### src/rtl/regfile_wr_arbiter_pkg.sv
// Shared definitions for the register-file write arbiter.
//   - state_t      : write-port FSM states (IDLE / WRITE)
//   - REG_ADDR_W   : register-file address width
//   - REQ_DBG/REQ_WB : bit positions of each requester in grant/eligibility vectors
//   - PRIO_DBG/PRIO_WB : encodings of the round-robin priority bit
package regfile_wr_arbiter_pkg;

  localparam int REG_ADDR_W = 5;

  typedef logic [REG_ADDR_W-1:0] reg_addr_t;

  typedef enum logic {
    IDLE  = 1'b0,
    WRITE = 1'b1
  } state_t;

  localparam int REQ_DBG = 0;
  localparam int REQ_WB  = 1;

  localparam logic PRIO_DBG = 1'b0;
  localparam logic PRIO_WB  = 1'b1;

endpackage

### src/rtl/regfile_wr_arbiter_rr_arb2.sv
// Two-way round-robin grant logic.
// Ports:
//   elig      [1:0] in  : eligibility per requester (REQ_DBG / REQ_WB)
//   prio            in  : current priority bit (PRIO_DBG / PRIO_WB)
//   grant     [1:0] out : one-hot grant (all zero when nobody is eligible)
//   prio_next       out : priority bit to register for the next cycle
// The priority only moves on contested cycles; a lone requester is granted
// without disturbing the fairness pointer.
module rr_arb2
  import regfile_wr_arbiter_pkg::*;
(
  input  logic [1:0] elig,
  input  logic       prio,
  output logic [1:0] grant,
  output logic       prio_next
);

  always_comb begin
    grant     = 2'b00;
    prio_next = prio;
    if (&elig) begin
      if (prio == PRIO_DBG) begin
        grant[REQ_DBG] = 1'b1;
        prio_next      = PRIO_WB;
      end else begin
        grant[REQ_WB]  = 1'b1;
        prio_next      = PRIO_DBG;
      end
    end else begin
      grant = elig;
    end
  end

endmodule

### src/rtl/regfile_wr_arbiter.sv
// Register-file write-port arbiter between the writeback stage (WB) and the
// debug unit (DBG). One write per cycle is granted; the granted address/data
// is registered and presented with an active-low strobe one cycle later.
// Ports:
//   clk, resetn_i                       : clock, async active-low reset
//   WB_ARB_give_i/rd_i/d_i, ARB_WB_get_o : WB request / acceptance
//   DBG_ARB_give_i/rd_i/d_i, ARB_DBG_get_o : debug request / acceptance
//   dbg_halt_i                          : blocks WB while the core is halted
//   REG_rd_o, REG_d_o, REG_access_o     : register-file write port (strobe active-low)
module regfile_wr_arbiter
  import regfile_wr_arbiter_pkg::*;
#(
  parameter int BITSIZE = 32
) (
  input  logic                  clk,
  input  logic                  resetn_i,
  input  logic                  WB_ARB_give_i,
  input  logic [REG_ADDR_W-1:0] WB_ARB_rd_i,
  input  logic [BITSIZE-1:0]    WB_ARB_d_i,
  output logic                  ARB_WB_get_o,
  input  logic                  DBG_ARB_give_i,
  input  logic [REG_ADDR_W-1:0] DBG_ARB_rd_i,
  input  logic [BITSIZE-1:0]    DBG_ARB_d_i,
  output logic                  ARB_DBG_get_o,
  input  logic                  dbg_halt_i,
  output logic [REG_ADDR_W-1:0] REG_rd_o,
  output logic [BITSIZE-1:0]    REG_d_o,
  output logic                  REG_access_o
);

  logic [1:0]            elig_p0;
  logic [1:0]            grant_p0;
  logic                  prio_q;
  logic                  prio_next;
  reg_addr_t             sel_rd_p0;
  logic [BITSIZE-1:0]    sel_d_p0;
  logic                  write_go_p0;

  state_t                state_q;
  state_t                state_d;
  reg_addr_t             rd_p1;
  logic [BITSIZE-1:0]    d_p1;

  // ---- Stage p0: eligibility, grant and operand selection ----
  assign elig_p0[REQ_DBG] = DBG_ARB_give_i;
  assign elig_p0[REQ_WB]  = WB_ARB_give_i & ~dbg_halt_i;

  rr_arb2 u_rr_arb2 (
    .elig      (elig_p0),
    .prio      (prio_q),
    .grant     (grant_p0),
    .prio_next (prio_next)
  );

  // Gating with resetn_i keeps the acknowledges low during reset even if
  // a requester is already presenting.
  assign ARB_WB_get_o  = grant_p0[REQ_WB]  & resetn_i;
  assign ARB_DBG_get_o = grant_p0[REQ_DBG] & resetn_i;

  assign sel_rd_p0 = grant_p0[REQ_WB] ? WB_ARB_rd_i : DBG_ARB_rd_i;
  assign sel_d_p0  = grant_p0[REQ_WB] ? WB_ARB_d_i  : DBG_ARB_d_i;

  // Register 0 is hard-wired: the request is acknowledged but never written,
  // and the output address/data keep their previous values.
  assign write_go_p0 = (|grant_p0) && (sel_rd_p0 != '0);

  always_comb begin
    state_d = IDLE;
    if (write_go_p0) begin
      state_d = WRITE;
    end
  end

  // ---- Stage p1: registered write port ----
  always_ff @(posedge clk or negedge resetn_i) begin
    if (!resetn_i) begin
      state_q <= IDLE;
      prio_q  <= PRIO_DBG;
    end else begin
      state_q <= state_d;
      prio_q  <= prio_next;
    end
  end

  always_ff @(posedge clk or negedge resetn_i) begin
    if (!resetn_i) begin
      rd_p1 <= '0;
      d_p1  <= '0;
    end else if (write_go_p0) begin
      rd_p1 <= sel_rd_p0;
      d_p1  <= sel_d_p0;
    end
  end

  assign REG_rd_o     = rd_p1;
  assign REG_d_o      = d_p1;
  assign REG_access_o = (state_q != WRITE);

endmodule

### config.mk
export PLATFORM = sky130hd
export DESIGN_NAME = regfile_wr_arbiter
export DESIGN_NICKNAME = d
export VERILOG_FILES = /design/src/rtl/regfile_wr_arbiter_pkg.sv /design/src/rtl/regfile_wr_arbiter_rr_arb2.sv /design/src/rtl/regfile_wr_arbiter.sv
export SDC_FILE = /design/constraint.sdc
export NUM_CORES = 1
export LEC_CHECK = 0
export BUFFER_PORTS_ARGS = -buffer_cell sky130_fd_sc_hd__buf_4
export CAP_MARGIN = 30
export CORE_ASPECT_RATIO = 1.4
export CORE_UTILIZATION = 25
export DETAILED_ROUTE_END_ITERATION = 6
export GPL_TIMING_DRIVEN = 0
export SETUP_SLACK_MARGIN = 0.2
export SLEW_MARGIN = 25
export SYNTH_ARGS = -nofsm -noshare
export SYNTH_HDL_FRONTEND = slang
export SYNTH_HIERARCHICAL = 1
export SYNTH_SLANG_ARGS = --single-unit
export TNS_END_PERCENT = 10
### constraint.sdc
create_clock -name clk -period 2.2 [get_ports clk]
set_clock_uncertainty 0.05 [all_clocks]
set_input_delay 0.22 -clock clk [delete_from_list [all_inputs] [get_ports clk]]
set_output_delay 0.22 -clock clk [all_outputs]
set_load 0.05 [all_outputs]
### Word level (Yosys, flattened, before mapping)

Index checks and enable logic that the tools add are counted.

* reduce and logical (&&, ||, !) cells: 4
* mux-type cells: 6
* bitwise gates (word level): 5

Operator list (number)
* $mux W32: 1
* $mux W5: 1
* $reduce_bool A5 Y1: 1
* $and A1 B1 Y1: 3
* $mux W1: 3
* $mux W2: 1
* $not A1 Y1: 2
* $reduce_and A2 Y1: 1
* $reduce_or A2 Y1: 1
* $logic_and A1 B1 Y1: 1

* logic and storage cells: 19
* flip-flop bits (word level): 39
* input bits: 79
* output and inout port bits: 40

### Longest topological paths before layout

Gate-level depths: netlist (run 1).

* depth in word-level cells: 8
* depth in mapped cells: 7
* gate-level depth less buffers: 6

### Modules after synthesis

Netlist (run 1), hierarchy kept.

Modules (own cells, without submodules)
* regfile_wr_arbiter: times used 1, cells an instance 132, seq. area each 975.9 µm², area each 2023.2 µm²
* rr_arb2: times used 1, cells an instance 5, seq. area each 0.0 µm², area each 31.3 µm²

### Worst setup path before layout (run 1)

OpenSTA, ideal clock, no wires.

* path type: input port to flip-flop
* start point: input WB_ARB_give_i
* end point: register d_p1[17], in the netlist REG_d_o[17]
* required time: 2.025 ns
* library setup time: 0.125 ns
* data arrival time: 2.050 ns
* stages: 6
* slack: -0.025 ns
* buffers on the path: 2
* cells stage by stage: nor2b_1 -> a21boi_1 -> clkbuf_1 -> clkbuf_1 -> mux2_2 -> mux2_4

* cells in the longest elaborated chain, start to end: 6
* elaborated cells on any way between the ends: 8
* classes of those cells: mux (3); bitwise (1); reduce/logical (4)

RTL lines
* from (decl): RTL line regfile_wr_arbiter.sv:17 `input logic WB_ARB_give_i,`
* $and A1 B1 Y1 (*): RTL line regfile_wr_arbiter.sv:46 `assign elig_p0[REQ_WB] = WB_ARB_give_i & ~dbg_halt_i;`
* $reduce_and A2 Y1: RTL line regfile_wr_arbiter_rr_arb2.sv:21 `if (&elig) begin`
* $mux W2 (*): RTL line regfile_wr_arbiter_rr_arb2.sv:21
* net grant_p0[1]: RTL line regfile_wr_arbiter.sv:32 `logic [1:0] grant_p0;`
* $mux W5: RTL line regfile_wr_arbiter.sv:60 `assign sel_rd_p0 = grant_p0[REQ_WB] ? WB_ARB_rd_i : DBG_ARB_rd_i;`
* $reduce_bool A5 Y1: RTL line regfile_wr_arbiter.sv:65 `assign write_go_p0 = (|grant_p0) && (sel_rd_p0 != '0);`
* $logic_and A1 B1 Y1: RTL line regfile_wr_arbiter.sv:65
* to (signal assigned): RTL line regfile_wr_arbiter.sv:91 `d_p1 <= sel_d_p0;`
* to (decl): RTL line regfile_wr_arbiter.sv:42 `logic [BITSIZE-1:0] d_p1;`

The timed path passes the listed nets; every way through them passes the cells marked *.
A chain may end at the register's enable or synchronous reset.

### Worst setup path after layout (run 1)

* start point: register prio_q
* end point: register d_p1[22], in the netlist REG_d_o[22]

* cells in the longest elaborated chain, start to end: 5
* elaborated cells on any way between the ends: 8
* classes of those cells: mux (5); reduce/logical (3)

RTL lines
* from (decl): RTL line regfile_wr_arbiter.sv:33 `logic prio_q;`
* from (signal assigned): RTL line regfile_wr_arbiter.sv:81 `prio_q <= prio_next;`
* $mux W1 (*): RTL line regfile_wr_arbiter_rr_arb2.sv:22 `if (prio == PRIO_DBG) begin`
* $mux W2 (*): RTL line regfile_wr_arbiter_rr_arb2.sv:21
* net grant_p0[1]: RTL line regfile_wr_arbiter.sv:32
* $mux W5: RTL line regfile_wr_arbiter.sv:60
* $reduce_bool A5 Y1: RTL line regfile_wr_arbiter.sv:65
* $logic_and A1 B1 Y1: RTL line regfile_wr_arbiter.sv:65

Marks and branches as above.

==> out/metrics.csv, run 1 <==
metric;value;unit
Vias/cell;4.334;
Pint;0.001832;W
Slew HR;0.6188;
CP Launch Type;register;
crit-path leading delay family;simple AND/OR/NAND/NOR gates;
mux share of post-synthesis cell area;0.4397;
Yosys reg bits;39;
Antenna Diode Count;0;
Iter 0 DRT Violations;14;
die height;109.3;um
die area;0.008589;mm^2
Final #Nets;349;
crit path kind;reg2reg;
Syn Area/Cell;15.00;um^2
Final Total Pwr;0.003161;W
Filler cells;779;
cell area after layout;0.003278;mm^2
# DRC;0;
switching pwr;0.001329;W
cells along the critical path;inv_2 -> a21boi_4 -> or4b_4 -> o22ai_4 -> a21oi_4 -> buf_8 -> mux2_4;
antenna violations before repair;0;
post-synthesis compound-gate area fraction;0.02680;
final setup vio count;0;
Slew @ Worst Pin;571.8;ps
io pins;119;
Power Dens Cells;964.3;mW/mm^2
drt first pass iters;2;
total grt overflow;0;
Initial Util;0.2619;
Min-Delay Startpoint;WB_ARB_rd_i[0];
largest net degree at the start of global routing;42;
crit path max fanout;10;
RSZ-0062 raised after global routing;true;
Net Sw Frac;0.4204;
FMAX;487.9;MHz
Synth Warn #;6;
count of final hold-check violations;0;
vias;1608;
cell area after synthesis;0.002054;mm^2
Gate Count Post-Synth;137;
Multi-input gate area;0.001060;mm^2
post-synthesis cell type count;20;
Final WS setup;150.2;ps
IO Port Bufs;118;
combinational family with the most area after synthesis;multiplexers;
outcome;finished, final reports clean;
drt wl/cell;13.54;um
Reg2Reg Setup Slack;150;ps
reg2reg end;REG_d_o[22];
Synth Area in Simple Gates;0.02497;
Worst Hold Path Cells;3;
Core Rows;38;
dpl hpwl;3663;um
Placer Congestion;0.6575;
reg2reg path depth;7;
RR Startpoint;prio_q;
worst-path cell with the longest stage delay;or4b_4;
min Tclk post-route;2050;ps
TritonCTS Buffers;5;
latest clock arrival within the worst-skew pair;300;ps
peak supply drop;0.3390;mV
Placed Cells;355;
most frequent cells in the layout;buf_4, mux2_2, dfrtp_1;
max-cap viol count;0;
Clock transition at path regs;80;ps
crit share post-route;0.9317;
clock network power share;0.150;
Synth-to-Final Area Change;59.56;%
register area share after synthesis;0.4750;
CTS root buffer;clkbuf_8;
WP data required;2330;ps
first-pass GRT wire length;8093;um
commonest non-fill, non-tap cell in the layout;buf_4;
GRT Resource Usage Total;0.1227;
Die X;78.62;um
WHS Endpoint;REG_rd_o[0];
CTS Buffer Depth;2;
share of cells above drive strength 1;0.7970;
worst slack at placement;-187.1;ps
register area;975.9;um^2
DRT antenna net count;0;
area of placed instances;0.003094;mm^2
H-tree levels;2;
Cell Count, Final, Fillers Out;371;
Final Max Tran Viols;0;
Hold Slack;112.7;ps
Min-Delay Path Class;in2reg;
Synth Net Count;216;
vias in the first global route;1703;
clk sinks;39;
post-synthesis adder-cell area fraction;0;
Worst Setup End Kind;register;
CP Data Arrival Time;2180;ps
Max stage delay on crit path;500;ps
worst path bufs/invs;2;
xor/xnor share of the synthesized area;0.004263;
Comb pwr share;0.531;
CTS tree;done;
Sequential Power Share;0.319;
core area;0.007845;mm^2
Leak;1.602;nW
drt total wl;5023;um
-- worst max-delay path by stage --
| stage | startpoint | endpoint | depth (start not counted) |
|---|---|---|---|
| after floorplan | prio_q | REG_d_o[0] | 7 |
| after global placement | dbg_halt_i | REG_d_o[22] | 7 |
| after detailed placement | dbg_halt_i | REG_d_o[20] | 7 |
| after CTS | prio_q | REG_d_o[8] | 7 |
| after global routing | prio_q | REG_d_o[22] | 7 |
| final | prio_q | REG_d_o[22] | 7 |
-- layout make-up --
cell class              count  area share
multi-input cells          88      0.3233
flip-flops and latches     39      0.2977
repair buffers            126      0.2893
well taps                 100     0.03817
plain buffers               7     0.02252
clock buffers               5     0.02099
clock inverters             3    0.004580
inverters                   3    0.003435
-- synth_stat cells, drive strengths merged --
master   n  share of area
a21oi    1         0.0043
o21ai    2         0.0049
dfrtp   39           0.48
and2     2         0.0061
nor2b    1         0.0030
o22ai    1         0.0061
or4      1         0.0037
xnor2    1         0.0043
nand2    3         0.0055
inv      3         0.0055
mux2i    1         0.0049
mux2    70           0.43
a21boi   2         0.0073
or4b     1         0.0049
buf      3          0.016
o221ai   1         0.0043
nor2     1         0.0018
clkbuf   4         0.0073
-- cells by family (layout without fill, tap and decap cells) --
family | Yosys count | in the layout
flip-flops | 39 | 39
AO/OA/AOI/OAI | 7 | 7
AND/OR/NAND/NOR | 9 | 9
XOR/XNOR | 1 | 1
multiplexers | 71 | 71
buffers and inverters | 10 | 144
-- state kept, by name, summed over array words and instances (netlist names) --
name,cells
REG_d_o,32
state_q,1
REG_rd_o,5
prio_q,1
-- power by group through the flow --
stage / Clock [W] / Combinational [W] / Sequential, W
3_3_place_gp: 0 / 0.00163 / 0.00102
5_1_grt: 0.000541 / 0.00176 / 0.00103
3_5_place_dp: 0 / 0.00164 / 0.00102
4_1_cts: 0.000511 / 0.00169 / 0.00101
6_report: 0.000476 / 0.00168 / 0.00101
2_1_floorplan: 0 / 0.000499 / 0.00164
-- worst reg2reg max path, stage by stage (launching register included) --
cell and delay, ps:
dfrtp_1 370, inv_2 50, a21boi_4 160, or4b_4 500, o22ai_4 190, a21oi_4 120, buf_8 180, mux2_4 300
-- routing by layer --
layer	routed length (um)	vias up	global-route usage
met2	2594	70	0.2168
met4	61	0	0.03968
met3	381	5	0.03347
li1	-	756	-
met1	1987	777	0.1421
met5	0	-	0
-- stage by stage --
step | utilization | setup TNS (ps)
floorplan | - | 0
global placement | 0.3944 | -3154
detailed placement | 0.3944 | -3444
CTS | 0.4144 | 0
global route | 0.4179 | 0
finish | 0.4179 | 0
-- timing repair --
item	CTS	global route
buffers inserted	5	2
endpoints found under the hold margin	39	0
cloned	0	0
gates resized for setup	7	5
setup endpoints to repair	37	37
hold buffers	1	0
pin swaps	3	2
Power figures use the tool's default switching activity.
==> run 2, diff against run 1 <==
--- a/config.mk
+++ b/config.mk
@@ -8,9 +8,10 @@
 export BUFFER_PORTS_ARGS = -buffer_cell sky130_fd_sc_hd__buf_4
 export CAP_MARGIN = 30
 export CORE_ASPECT_RATIO = 1.4
-export CORE_UTILIZATION = 25
+export CORE_UTILIZATION = 39
 export DETAILED_ROUTE_END_ITERATION = 6
 export GPL_TIMING_DRIVEN = 0
+export PLACE_DENSITY = 0.75
 export SETUP_SLACK_MARGIN = 0.2
 export SLEW_MARGIN = 25
 export SYNTH_ARGS = -nofsm -noshare
==> out/metrics.csv, run 2 (synthesis gave the netlist of run 1 again) <==
metric;value;unit
Final #Nets;347;
crit share post-route;0.9421;
Initial Util;0.4146;
share of cells above drive strength 1;0.7844;
Power Dens Cells;976.2;mW/mm^2
die height;87.88;um
Leak;1.581;nW
commonest non-fill, non-tap cell in the layout;buf_4;
Hold Slack;124.8;ps
Slew @ Worst Pin;563.2;ps
GRT Resource Usage Total;0.1805;
max reg flops;32;
Placer Congestion;0.6970;
drt first pass iters;4;
# DRC;0;
Clock transition at path regs;70;ps
met2 Use GR;0.3269;
Worst Hold Path Cells;3;
Levels on crit path;7;
Slew HR;0.6245;
count of final hold-check violations;0;
worst-path cell with the longest stage delay;or4b_4;
antenna violations before repair;0;
cell area after layout;0.003201;mm^2
Core Rows;30;
vias;1586;
CTS tree;done;
FMAX;482.5;MHz
Final Total Pwr;0.003125;W
IO Port Bufs;118;
crit path max fanout;10;
reg2reg path depth;7;
worst path bufs/invs;2;
Worst Setup End Kind;register;
outcome;finished, final reports clean;
Multi-input gate area;0.001056;mm^2
min Tclk post-route;2073;ps
largest net degree at the start of global routing;42;
crit-path leading delay family;compound AO/OA/AOI/OAI gates;
Final Util;0.6460;
CTS Buffer Depth;2;
Antenna Diode Count;0;
RSZ-0062 raised after global routing;true;
peak supply drop;0.5766;mV
global-route track usage on met1;0.1937;
area of placed instances;0.003049;mm^2
DRT antenna net count;0;
CP Launch Type;register;
clk sinks;39;
Min-Delay Path Class;in2reg;
H-tree levels;2;
crit path kind;reg2reg;
core area;0.004955;mm^2
GRT busiest layer;met2;
final setup vio count;0;
Iter 0 DRT Violations;9;
max-cap viol count;0;
first-pass GRT wire length;7631;um
met3 GRT Util;0.06250;
CP Data Arrival Time;2190;ps
most frequent cells in the layout;buf_4, mux2_2, dfrtp_1;
drt total wl;4733;um
Die X;63.34;um
CTS root buffer;clkbuf_8;
cells along the critical path;inv_2 -> a21boi_4 -> or4b_4 -> o22ai_4 -> a21oi_4 -> buf_8 -> mux2_4;
total grt overflow;0;
register area;975.9;um^2
Filler cells;423;
TritonCTS Buffers;5;
Max stage delay on crit path;490;ps
WP data required;2320;ps
vias in the first global route;1660;
latest clock arrival within the worst-skew pair;280;ps
dpl hpwl;3615;um
io pins;119;
die area;0.005566;mm^2
Final Max Tran Viols;0;
drt wl/cell;14.21;um
Synth-to-Final Area Change;55.79;%
Vias/cell;4.763;
-- run 2: what timing repair did --
item,in CTS,in global routing
buffers inserted,4,1
endpoints found under the setup margin,30,37
gates resized for setup,4,3
pin swaps,3,2
endpoints found under the hold margin,39,0
hold buffers,1,0
-- run 2: area by class of cell --
class | count | area share
Buffer | 7 | 0.01955
Clock buffer | 7 | 0.02385
Clock inverter | 1 | 0.001564
Inverter | 3 | 0.003518
Multi-Input combinational cell | 88 | 0.3299
Sequential cell | 39 | 0.3049
Tap cell | 64 | 0.02502
Timing Repair Buffer | 124 | 0.2916
-- run 2: worst min-delay path: stages --
cell and delay [ps]:
buf_4 90, nand2_1 40, o221ai_1 60
-- run 2: path summary, 6_finish.rpt --
kind / slack [ps] / to / start
max reg2reg: 130 / REG_d_o[0] / prio_q
max: 130 / REG_d_o[0] / prio_q
min: 120 / REG_rd_o[0] / WB_ARB_rd_i[0]
min reg2reg: 460 / REG_d_o[29] / REG_d_o[29]
min in group asynchronous: 390 / state_q / resetn_i
max in group asynchronous: 1360 / REG_d_o[31] / resetn_i
-- run 2: per-stage QoR --
stage / worst slack (ps) / instances / TNS (ps)
finish: 127.3 / 333 / 0
global route: 49.68 / 333 / 0
CTS: 144.2 / 332 / 0
detailed placement: -81.25 / 319 / -1543
global placement: -79.17 / 319 / -1460
floorplan: 166.1 / 137 / 0
-- run 2: routing by layer --
metal	part of all wire	wire length, um
met4	0.017	80
met5	0	0
met1	0.38	1785
met2	0.52	2448
met3	0.089	419
-- run 2: power breakdown --
group	internal (W)	switching [W]
combinational	0.000698	0.000966
clock	0.000222	0.000230
sequential	0.000906	0.000103
